**src/rtl/spram_rr_arbiter.sv**
```systemverilog
// Two-port round-robin front end for a single-port RAM.
// Read tags ride a ReadLatency-deep pipeline to steer returning data.
module spram_rr_arbiter #(
    parameter int ReadLatency  = 1,
    parameter int AddrBusWidth = 32,
    parameter int DataBusWidth = 32
) (
    input  logic                    clk,
    input  logic                    rst,
    input  logic                    p0_req_valid,
    output logic                    p0_req_ready,
    input  logic                    p0_req_we,
    input  logic [AddrBusWidth-1:0] p0_req_addr,
    input  logic [DataBusWidth-1:0] p0_req_wdata,
    output logic                    p0_rsp_valid,
    output logic [DataBusWidth-1:0] p0_rsp_data,
    input  logic                    p1_req_valid,
    output logic                    p1_req_ready,
    input  logic                    p1_req_we,
    input  logic [AddrBusWidth-1:0] p1_req_addr,
    input  logic [DataBusWidth-1:0] p1_req_wdata,
    output logic                    p1_rsp_valid,
    output logic [DataBusWidth-1:0] p1_rsp_data,
    output logic                    mem_re,
    output logic                    mem_we,
    output logic [AddrBusWidth-1:0] mem_addr,
    output logic [DataBusWidth-1:0] mem_w_data,
    input  logic [DataBusWidth-1:0] mem_r_data
);

    logic prio_q, prio_d;
    logic gnt0, gnt1, xfer, sel_we;

    always_comb begin
        gnt0 = 1'b0;
        gnt1 = 1'b0;
        if (!rst) begin
            if (p0_req_valid && (!p1_req_valid || !prio_q)) gnt0 = 1'b1;
            else if (p1_req_valid)                          gnt1 = 1'b1;
        end
    end

    assign p0_req_ready = gnt0;
    assign p1_req_ready = gnt1;
    assign xfer         = gnt0 | gnt1;
    assign sel_we       = gnt1 ? p1_req_we : p0_req_we;
    assign mem_re       = xfer & ~sel_we;
    assign mem_we       = xfer & sel_we;

    always_comb begin
        mem_addr   = '0;
        mem_w_data = '0;
        if (gnt1) begin
            mem_addr   = p1_req_addr;
            mem_w_data = p1_req_wdata;
        end else if (gnt0) begin
            mem_addr   = p0_req_addr;
            mem_w_data = p0_req_wdata;
        end
    end

    // The port that just transferred drops to lowest priority.
    always_comb begin
        prio_d = prio_q;
        if (gnt0)      prio_d = 1'b1;
        else if (gnt1) prio_d = 1'b0;
    end

    always_ff @(posedge clk) begin
        if (rst) prio_q <= 1'b0;
        else     prio_q <= prio_d;
    end

    assign p0_rsp_data = mem_r_data;
    assign p1_rsp_data = mem_r_data;

    generate
        if (ReadLatency == 0) begin : g_comb
            assign p0_rsp_valid = mem_re & gnt0;
            assign p1_rsp_valid = mem_re & gnt1;
        end else begin : g_pipe
            logic [ReadLatency-1:0] vld_q, vld_d;
            logic [ReadLatency-1:0] port_q, port_d;

            always_comb begin
                vld_d     = vld_q;
                port_d    = port_q;
                vld_d[0]  = mem_re;
                port_d[0] = gnt1;
                for (int i = 1; i < ReadLatency; i++) begin
                    vld_d[i]  = vld_q[i-1];
                    port_d[i] = port_q[i-1];
                end
            end

            always_ff @(posedge clk) begin
                if (rst) begin
                    vld_q  <= '0;
                    port_q <= '0;
                end else begin
                    vld_q  <= vld_d;
                    port_q <= port_d;
                end
            end

            // Gate with rst so tags still in flight at reset assertion stay silent.
            assign p0_rsp_valid = ~rst & vld_q[ReadLatency-1]
                                & ~port_q[ReadLatency-1];
            assign p1_rsp_valid = ~rst & vld_q[ReadLatency-1]
                                & port_q[ReadLatency-1];
        end
    endgenerate

endmodule

```
**config.mk**
```make
export PLATFORM = sky130hd
export DESIGN_NAME = spram_rr_arbiter
export DESIGN_NICKNAME = d
export VERILOG_FILES = /design/src/rtl/spram_rr_arbiter.sv
export SDC_FILE = /design/constraint.sdc
export NUM_CORES = 1
export LEC_CHECK = 0
export CORE_AREA = 2 2 118 120
export CTS_BUF_LIST = sky130_fd_sc_hd__clkbuf_8 sky130_fd_sc_hd__clkbuf_16
export DETAILED_ROUTE_END_ITERATION = 6
export DIE_AREA = 0 0 120 122
export GPL_TIMING_DRIVEN = 0
export PLACE_DENSITY_LB_ADDON = 0.2
export SETUP_SLACK_MARGIN = 0.1
export SYNTH_ARGS = -nofsm -noshare
export SYNTH_HDL_FRONTEND = slang
export SYNTH_SLANG_ARGS = --single-unit
```
**constraint.sdc**
```tcl
create_clock -name clk -period 1.9 [get_ports clk]
set_input_delay 0.285 -clock clk [delete_from_list [all_inputs] [get_ports clk]]
set_output_delay 0.285 -clock clk [all_outputs]
set_load 0.1 [all_outputs]
```
==> metrics.cfg <==
[clocking]
numCtsBuffers=3
clock_latency_ps=220
clock_sinks=3
ctsHoldBuffers=0
clkSlewWorstSetupHoldPaths_ps=30
clock-root-buffer=clkbuf_16
clock_path_buffers=2
cts_tree=yes
htree_levels=1

[critical_path]
rrSetupSlack_ps=710
required_ps=1620
cp_num_buf_inv=3
cp_cell_sequence=nand2b_4 -> buf_12 -> buf_12 -> a32oi_2 -> nor2_2 -> buf_12
cp_slowest_stage_delay_ps=350
cpMostUsedCell=buf_12
cp-end-kind=primary output
cp.depth=6
crit_fanout=10
cp_data_arrival_time_ps=1560
timing.rr.start=prio_q
startpoint_type=flip-flop
critPathTopFamily=buffers and inverters
reg2reg_depth=4
worstSetupPathType=flip-flop to primary output
critPathLaunch=prio_q
critPathSlowestCell=dfxtp_4

[floorplanning]
dieArea_um2=14600
ios=300
die_w_um=120
rows=43
start_util_pct=11.8
die_h_um=122
core_area_um2=13500

[worst_hold_path]
hp-start=p0_req_valid
hold_class=input port to flip-flop
min_path_cells=3

[layout]
final_common_cell=clkdlybuf4s50_1
area_growth_syn_to_layout_pct=296
drive_above_1_share_pct=55.2
layout_common_cells=189 x clkdlybuf4s50_1, 73 x buf_12, 70 x buf_4
utilization_pct=46.8
fillers=1259
nNetsFinal=689
diodes=0

[timing]
rsz0062_at_grt=true
hold_ws_ps=465
clock_skew_ps=0.237
finalCritPeriodShare_pct=97.3
max_freq_mhz=541
relSlewSlack_pct=33.0
finalCriticalPeriod_ps=1850
hold_viol_final=0
final.setup.tns_ps=0
tightest_slew_ps=1000
setup_viol=0
finalMaxSlewViolations=0

[drt]
viasPerCell=4.22
wl_per_cell_um=16.2
dr.first_iter.drc_count=52
postRouteAntennaNets=0
vias=2961
drc=0
routed_wl_mm=11.4
first_pass_iters=4

[grt]
grt_max_degree=11
grt_first_pass_wirelength_mm=15.9
first_global_vias=2933
overflow=0
antenna_found_initial=0
grtUsageTotal_pct=13.5

[synthesis]
netlist_instances=241
synth_top_area_share_pct=35.7
yosysTopAreaCell=a32oi_1
synth.distinct_cells=15
yosysSeqAreaShare_pct=3.76
netlist_area_um2=1600
synth_fp_nets=407
syn_avg_cell_area_um2=6.62
ys_ff_latch=3
synthTopCellsByArea=a32oi_1 36%, buf_4 31%, nor2_1 16%
yosys_warnings=0

[placed_design]
portBuffers=265
hpwl_mm=8.55
gp_congestion=0.723

[flow_run]
max-cap-violations=0

[status]
outcome=finished clean

[power_and_ir_drop]
power_mw=3.18
max-vdd-ir-drop_mv=0.202
power_density_nw_per_um2=504
leakage_nw=2.36

[worst min-delay path: cells and delay by family]
family | cells | cell delay, ps
buffers and inverters | 1 | 220
AND/OR/NAND/NOR | 1 | 90
AO/OA/AOI/OAI | 1 | 50
[Yosys cell counts]
cell	n
nor2_1	69
o31ai_1	2
buf_4	66
nor3b_1	1
a21boi_2	1
nand2_1	2
a32oi_1	65
and3b_1	1
dfxtp_1	3
a211oi_1	1
buf_6	3
buf_2	11
nor2b_1	1
clkbuf_1	14
nand2b_1	1
[kinds of logic after synthesis]
group                  synth area share (%)
buffers and inverters                  39.9
DFF                                    3.76
AOI/OAI and AO/OA                      37.8
and+or+nand+nor                        18.5
[layer usage]
metal	global-route usage, %	vias to the layer above	routed length (um)
met5	0	-	0
met4	1.10	0	19
met3	3.46	2	972
met2	26.5	166	6160
met1	15.2	1386	4230
li1	-	1407	-
[state kept, by name (all words and copies together), names as in the netlist]
signal	flops
g_pipe.vld_q	1
g_pipe.port_q	1
prio_q	1
[stage by stage]
step           area [um2]  setup slack (ps)  instances
2_1_floorplan        1940              -149        241
3_3_place_gp         4820             -1290        686
3_5_place_dp         4820             -1280        686
4_1_cts              5940              12.1        699
5_1_grt              6310             -5.58        702
6_report             6310              51.2        702
[power breakdown]
group          switching (mW)  leakage, nW  internal (mW)
clock                  0.0570       0.0423          0.271
combinational            1.73         2.29           1.05
sequential            0.00413       0.0254         0.0677
total                    1.79         2.36           1.39
[worst paths after layout]
path / endpoint
max: mem_w_data[27]
min: prio_q
max reg2reg: g_pipe.vld_q
min reg2reg: prio_q
[repair_timing]
item	CTS	global route
resized for setup	677	55
buffers inserted	5	0
gates cloned	4	3
pin swaps	20	21
setup endpoints to repair	74	69
[final cells by class]
cell class | count | area (um2) | share of cell area [%]
Timing Repair Buffer | 277 | 3520 | 55.8
Multi-Input combinational cell | 144 | 1640 | 26.0
Buffer | 94 | 785 | 12.4
Tap cell | 180 | 225 | 3.57
Clock buffer | 3 | 75.1 | 1.19
Sequential cell | 3 | 63.8 | 1.01
Clock inverter | 1 | 3.75 | 0.0595
Power figures use the tool's default switching activity.
